<file path="src/rtl/ex_bj_redirect_unit_pkg.sv">
// Shared types and op encoding for the branch/jump execute unit.
package ZionDataType;

    localparam int BJ_OP_W = 6;

    // one-hot op bit positions
    localparam int BJ_LT   = 0;
    localparam int BJ_GE   = 1;
    localparam int BJ_EQ   = 2;
    localparam int BJ_NE   = 3;
    localparam int BJ_JALR = 4;
    localparam int BJ_JAL  = 5;

    typedef enum logic {
        IDLE = 1'b0,
        PEND = 1'b1
    } BjState_e;

endpackage

</file>
<file path="src/rtl/ex_bj_resolve.sv">
// Combinational resolve: compare, target, link and target alignment check.
module ex_bj_resolve
    import ZionDataType::*;
#(
    parameter int XLEN   = 32,
    parameter int IALIGN = 4,
    parameter int OP_W   = BJ_OP_W
) (
    input  logic [OP_W-1:0] op,
    input  logic [XLEN-1:0] s1,
    input  logic [XLEN-1:0] s2,
    input  logic            s1_sign,
    input  logic            s2_sign,
    input  logic [XLEN-1:0] pc,
    input  logic [XLEN-1:0] imm,
    input  logic            compressed,
    output logic            taken,
    output logic            is_jump,
    output logic [XLEN-1:0] target,
    output logic [XLEN-1:0] link,
    output logic            misaligned
);

    localparam bit COMPRESSED_OK = (IALIGN == 2);

    logic            lt;
    logic            eq;
    logic [XLEN-1:0] jalr_sum;

    // the sign bits extend each operand so one compare covers signed and unsigned
    assign lt = $signed({s1_sign, s1}) < $signed({s2_sign, s2});
    assign eq = (s1 == s2);

    assign is_jump = op[BJ_JAL] | op[BJ_JALR];
    assign taken   = (op[BJ_LT] & lt) | (op[BJ_GE] & ~lt) |
                     (op[BJ_EQ] & eq) | (op[BJ_NE] & ~eq) | is_jump;

    assign jalr_sum = s1 + imm;
    assign target   = op[BJ_JALR] ? {jalr_sum[XLEN-1:1], 1'b0} : (pc + imm);
    assign link     = pc + ((COMPRESSED_OK && compressed) ? XLEN'(2) : XLEN'(4));

    generate
        if (IALIGN == 2) begin : g_align2
            assign misaligned = target[0];
        end else begin : g_align4
            assign misaligned = |target[1:0];
        end
    endgenerate

endmodule

</file>
<file path="src/rtl/ex_bj_redirect_unit.sv">
// Branch/jump execute unit with a held, handshaked fetch redirect and epoch-based squash.
// Optional ZION_BJ_PREDICT_EN: redirect only on mispredict and pulse oBtbUpd per resolved op.
//
// state | meaning
// IDLE  | no redirect outstanding, ready for an op
// PEND  | redirect held on oRedirPc until fetch takes it
module ex_bj_redirect_unit
    import ZionDataType::*;
#(
    parameter int XLEN   = 32,
    parameter int IALIGN = 4,
    parameter int OP_W   = BJ_OP_W
) (
    input  logic            clk,
    input  logic            rst,
    input  logic            iValid,
    output logic            oReady,
    input  logic [OP_W-1:0] iOp,
    input  logic            iEpoch,
    input  logic [XLEN-1:0] iS1,
    input  logic [XLEN-1:0] iS2,
    input  logic            iS1Sign,
    input  logic            iS2Sign,
    input  logic [XLEN-1:0] iPc,
    input  logic [XLEN-1:0] iImm,
    input  logic            iCompressed,
    input  logic            iFlush,
`ifdef ZION_BJ_PREDICT_EN
    input  logic            iPredTaken,
    input  logic [XLEN-1:0] iPredPc,
    output logic            oBtbUpd,
`endif
    output logic            oRedirValid,
    input  logic            iRedirReady,
    output logic [XLEN-1:0] oRedirPc,
    output logic            oResValid,
    output logic [XLEN-1:0] oResData,
    output logic            oExcValid,
    output logic [XLEN-1:0] oExcTval,
    output logic            oEpoch
);

    typedef struct packed {
        logic [XLEN-1:0] Pc;
        logic            Valid;
    } Redirect_s;

    BjState_e        state, state_next;
    logic            epoch_q, epoch_next;
    logic [XLEN-1:0] redir_pc_q, redir_pc_next;
    logic            res_valid_q, res_valid_next;
    logic [XLEN-1:0] res_data_q, res_data_next;
    logic            exc_valid_q, exc_valid_next;
    logic [XLEN-1:0] exc_tval_q, exc_tval_next;

    logic            taken;
    logic            is_jump;
    logic [XLEN-1:0] target;
    logic [XLEN-1:0] link;
    logic            misaligned;
    logic            accept;
    logic            act;
    logic            take_exc;
    Redirect_s       redir_req;

    ex_bj_resolve #(
        .XLEN   (XLEN),
        .IALIGN (IALIGN),
        .OP_W   (OP_W)
    ) u_resolve (
        .op         (iOp),
        .s1         (iS1),
        .s2         (iS2),
        .s1_sign    (iS1Sign),
        .s2_sign    (iS2Sign),
        .pc         (iPc),
        .imm        (iImm),
        .compressed (iCompressed),
        .taken      (taken),
        .is_jump    (is_jump),
        .target     (target),
        .link       (link),
        .misaligned (misaligned)
    );

    assign oReady   = (state == IDLE) | iRedirReady;
    assign accept   = iValid & oReady & ~iFlush;
    // stale-epoch and all-zero ops are consumed without effect
    assign act      = accept & (iEpoch == epoch_q) & (|iOp);
    assign take_exc = act & taken & misaligned;

`ifdef ZION_BJ_PREDICT_EN
    logic mispredict;
    logic btb_upd_q;

    assign mispredict = (taken != iPredTaken) | (taken & (target != iPredPc));

    always_comb begin
        redir_req.Valid = act & ~take_exc & mispredict;
        redir_req.Pc    = taken ? target : link;
    end

    always_ff @(posedge clk or posedge rst) begin
        if (rst) btb_upd_q <= 1'b0;
        else     btb_upd_q <= act;
    end

    assign oBtbUpd = btb_upd_q;
`else
    always_comb begin
        redir_req.Valid = act & taken & ~misaligned;
        redir_req.Pc    = target;
    end
`endif

    always_ff @(posedge clk or posedge rst) begin
        if (rst) state <= IDLE;
        else     state <= state_next;
    end

    always_comb begin
        state_next     = state;
        epoch_next     = epoch_q;
        redir_pc_next  = redir_pc_q;
        res_valid_next = 1'b0;
        res_data_next  = res_data_q;
        exc_valid_next = 1'b0;
        exc_tval_next  = exc_tval_q;
        if (iFlush) begin
            state_next = IDLE;
            epoch_next = ~epoch_q;
        end else begin
            if ((state == PEND) && iRedirReady) begin
                state_next = IDLE;
            end
            // a new redirect may replace one draining this same cycle
            if (redir_req.Valid) begin
                state_next    = PEND;
                redir_pc_next = redir_req.Pc;
                epoch_next    = ~epoch_q;
            end
            if (act & is_jump & ~misaligned) begin
                res_valid_next = 1'b1;
                res_data_next  = link;
            end
            if (take_exc) begin
                exc_valid_next = 1'b1;
                exc_tval_next  = target;
            end
        end
    end

    always_ff @(posedge clk or posedge rst) begin
        if (rst) begin
            epoch_q     <= 1'b0;
            redir_pc_q  <= '0;
            res_valid_q <= 1'b0;
            res_data_q  <= '0;
            exc_valid_q <= 1'b0;
            exc_tval_q  <= '0;
        end else begin
            epoch_q     <= epoch_next;
            redir_pc_q  <= redir_pc_next;
            res_valid_q <= res_valid_next;
            res_data_q  <= res_data_next;
            exc_valid_q <= exc_valid_next;
            exc_tval_q  <= exc_tval_next;
        end
    end

    assign oRedirValid = (state == PEND);
    assign oRedirPc    = redir_pc_q;
    assign oResValid   = res_valid_q;
    assign oResData    = res_data_q;
    assign oExcValid   = exc_valid_q;
    assign oExcTval    = exc_tval_q;
    assign oEpoch      = epoch_q;

endmodule

</file>
<file path="config.mk">
export PLATFORM = sky130hd
export DESIGN_NAME = ex_bj_redirect_unit
export DESIGN_NICKNAME = d
export VERILOG_FILES = /design/src/rtl/ex_bj_redirect_unit_pkg.sv /design/src/rtl/ex_bj_resolve.sv /design/src/rtl/ex_bj_redirect_unit.sv
export SDC_FILE = /design/constraint.sdc
export NUM_CORES = 1
export LEC_CHECK = 0
export CORE_MARGIN = 5
export CORE_UTILIZATION = 44
export CTS_CLUSTER_SIZE = 30
export DETAILED_ROUTE_END_ITERATION = 8
export PLACE_DENSITY = 0.78
export SYNTH_ARGS = -nofsm -noshare
export SYNTH_HDL_FRONTEND = slang
export SYNTH_SLANG_ARGS = --single-unit
</file>
<file path="constraint.sdc">
create_clock -name clk -period 3.1 [get_ports clk]
set_clock_uncertainty 0.05 [all_clocks]
set_input_delay 0.62 -clock clk [delete_from_list [all_inputs] [get_ports clk]]
set_output_delay 0.62 -clock clk [all_outputs]
set_load 0.02 [all_outputs]
</file>
==> impl_metrics.ini <==
[status]
status = complete, but fails checks
failed_checks = negative setup slack

[finish]
synthToLayoutAreaGrowth_pct = 74.41
layout.nets = 1683
drive_gt1_share_pct = 40.61
design_area_um2 = 14730

[cts]
clk_pin_slew_ps = 70
cts_tree = yes
cts_buffer_depth = 2
cts_root_buf = clkbuf_16
clock_latency_ps = 360
htreeDepth = 3
cts.sinks = 100
cts_buffers = 9
cts_hold_buf = 0

[logic_synthesis]
synthCells = 948
async_reset_ff_share_pct = 100.0
synth_edf_count = 0
syn_area_um2 = 8448
syn_nets = 1188
synth_flop_cell = dfrtp_1
synth_cell_types = 74
synth_commonest_cells = dfrtp_1, ha_1, a21oi_1, nor2_1, nand2_1
seq_area_frac_synth_pct = 29.62
synth_top_area_share_pct = 29.62
yosys_warnings = 0
ys_ff_latch = 100
synth.most_common_cell = dfrtp_1
syn_area_per_cell_um2 = 8.912
yosys-top-cells-area = dfrtp_1, ha_1, mux2_2, a21oi_1, xor2_1
synth_top_cell_by_area = dfrtp_1

[power]
clkPwrFrac_pct = 14.7
p_per_area_nw_per_um2 = 580.9
seqPwrFrac_pct = 27.2
p_int_w = 0.005236
ir_drop_mv = 0.4285
swShare_pct = 38.83
total_power_w = 0.008560
p_sw_w = 0.003323
power_frac_comb_pct = 58.1
leakage_nw = 6.875

[routing]
routed_via_density = 5.717
vias = 9771
drtPass1Iterations = 5
wl_per_cell_um = 20.94
first_iter_violations = 797
drc_errors = 0
drt_wl_total_um = 35780
drtAntennaViolNets = 0

[place]
dp_slack_ps = -959.7
place_hpwl_um = 25030
numPortBuffers = 242
place_area_um2 = 13120
gp_congestion = 0.9521

[hold_path]
hp-class = flop to flop

[die]
io_pins = 244
design.die.area_um2 = 22070
num_rows = 50
die_h_um = 148.6
core_area_um2 = 18830
fp.dieW_um = 148.6
start_util_pct = 44.86

[timing]
period_minus_slack_ps = 3234
hold_violations = 0
rsz0062_at_grt = yes
period_share_pct = 104.3
clock.fmax_ghz = 0.3092
setup_violations = 58
tns_ps = -3133
maxSlewViolCount = 0
relSlewSlack_pct = 62.27
fin_ws_ps = -134.4
max_slew.worst_pin.slew_ps = 564.8
whs_ps = 447.7

[setup_path]
worstPathArrival_ps = 3430
end_kind = flop
worstPathRequired_ps = 3300
r2r_setup_slack_ps = 950
cp.buffers_inverters = 4
critPathKind = input port to flop
critPathSlowestCell = mux2_4
critical_path.max_stage_delay_ps = 360
worstSetupStartpointType = input port
crit_family = compound AO/OA/AOI/OAI gates
path_cells = buf_8 -> buf_6 -> ha_4 -> a21o_1 -> a21o_1 -> a21o_1 -> a221o_1 -> o31a_1 -> o21ai_2 -> mux2_4 -> buf_12 -> nand2_8 -> buf_12 -> mux2_4
cp_max_fo = 6
timing.critical_path.mode_cell = a21o_1

[global_route]
antenna_found_initial = 1
grt_pass1_vias = 10060
grt_max_degree = 47
grt_pass1_wl_um = 53160
grt_usage_pct = 30.32
grt_overflow = 0

[flow_run]
max-cap-violations = 0
-- layer usage --
layer | up-vias | track usage (%) | part of all wire [%]
met3 | 140 | 4.875 | 8.1
met2 | 541 | 52.60 | 49
met1 | 4654 | 37.01 | 39
li1 | 4436 | - | -
met5 | - | 0 | 0
met4 | 0 | 13.63 | 4.6
-- power by group through the flow --
stage | sequential, W | clock, W | combinational, W
2_1_floorplan | 0.00304 | 0 | 0.00147
3_3_place_gp | 0.00230 | 0 | 0.00440
3_5_place_dp | 0.00233 | 0 | 0.00449
4_1_cts | 0.00232 | 0.00126 | 0.00474
5_1_grt | 0.00241 | 0.00131 | 0.00523
6_report | 0.00233 | 0.00126 | 0.00497
-- state kept, by name, summed over array words and instances, names as in the netlist --
name	cells
oExcTval	32
oResValid	1
oRedirPc	32
oRedirValid	1
oEpoch	1
oExcValid	1
oResData	32
-- cell usage in the layout (no fill, tap or decap), types with 10 or more instances in the layout --
cell / Yosys / routed
a21o_1: 40 / 40
a21oi_1: 91 / 76
a21oi_2: 0 / 12
and3_1: 14 / 12
buf_2: 6 / 28
buf_4: 0 / 244
buf_6: 1 / 14
clkbuf_2: 0 / 27
clkdlybuf4s15_1: 0 / 10
clkdlybuf4s50_1: 0 / 133
dfrtp_1: 100 / 100
dlygate4sd2_1: 0 / 21
dlymetal6s2s_1: 0 / 14
ha_1: 95 / 34
ha_4: 0 / 59
inv_1: 57 / 28
inv_2: 1 / 27
mux2_2: 62 / 19
mux2_4: 0 / 44
nand2_1: 70 / 65
nand3_1: 20 / 18
nand4_1: 21 / 21
nor2_1: 83 / 75
nor3_1: 16 / 10
o21a_1: 10 / 10
o21ai_0: 39 / 26
o21ai_2: 1 / 10
xnor2_1: 33 / 33
xor2_1: 37 / 37
-- cell families after synthesis --
family | after synthesis | share of synthesized area (%)
mux | 71 | 9.375
compound gates | 255 | 19.65
buf+inv | 80 | 3.732
simple gates | 275 | 15.82
flops | 100 | 29.62
fa+ha+maj | 97 | 14.54
xor+xnor | 70 | 7.257
-- through the flow --
step	std cells	utilization, %
after floorplan	948	-
final	1709	78.25
after global routing	1709	78.25
after CTS	1695	76.51
after detailed placement	1665	69.66
after global placement	1665	69.66
-- cell type report --
class / instances / area [um2]
Fill cell: 1166 / 4096
Tap cell: 260 / 325.3
Sequential cell: 100 / 2502
Clock buffer: 10 / 229.0
Multi-Input combinational cell: 768 / 7023
Antenna cell: 1 / 2.502
Inverter: 59 / 240.2
Clock inverter: 6 / 88.84
Timing Repair Buffer: 505 / 4323
-- worst paths after layout --
| check | end | cells past startpoint | start |
|---|---|---|---|
| min in group asynchronous | oResData[18]$_DFFE_PP0P_ | 2 | rst |
| max in group asynchronous | oRedirPc[30]$_DFFE_PP0P_ | 3 | rst |
| min reg2reg | oExcTval[0]$_DFFE_PP0P_ | 2 | oExcTval[0]$_DFFE_PP0P_ |
| max | oExcTval[17]$_DFFE_PP0P_ | 14 | iS1[2] |
| max reg2reg | oExcTval[22]$_DFFE_PP0P_ | 7 | oEpoch$_DFFE_PP0P_ |
| min | oExcTval[0]$_DFFE_PP0P_ | 2 | oExcTval[0]$_DFFE_PP0P_ |
-- worst register-to-register path, stage by stage, from the launching register on --
cell and delay, ps:
dfrtp_1 430, xnor2_1 170, nand4b_1 130, a21oi_1 210
nor3b_4 350, nand2_8 150, inv_12 180, mux2_2 360
-- timing repair --
action / 4_1_cts / 5_1_grt
setup endpoints to repair: 67 / 66
gates cloned: 2 / 0
setup buffers: 16 / 16
gates resized for setup: 363 / 168
endpoints found under the hold margin: 0 / 0
pin swaps: 63 / 61
Note: power is estimated with default switching activity, not from simulation.
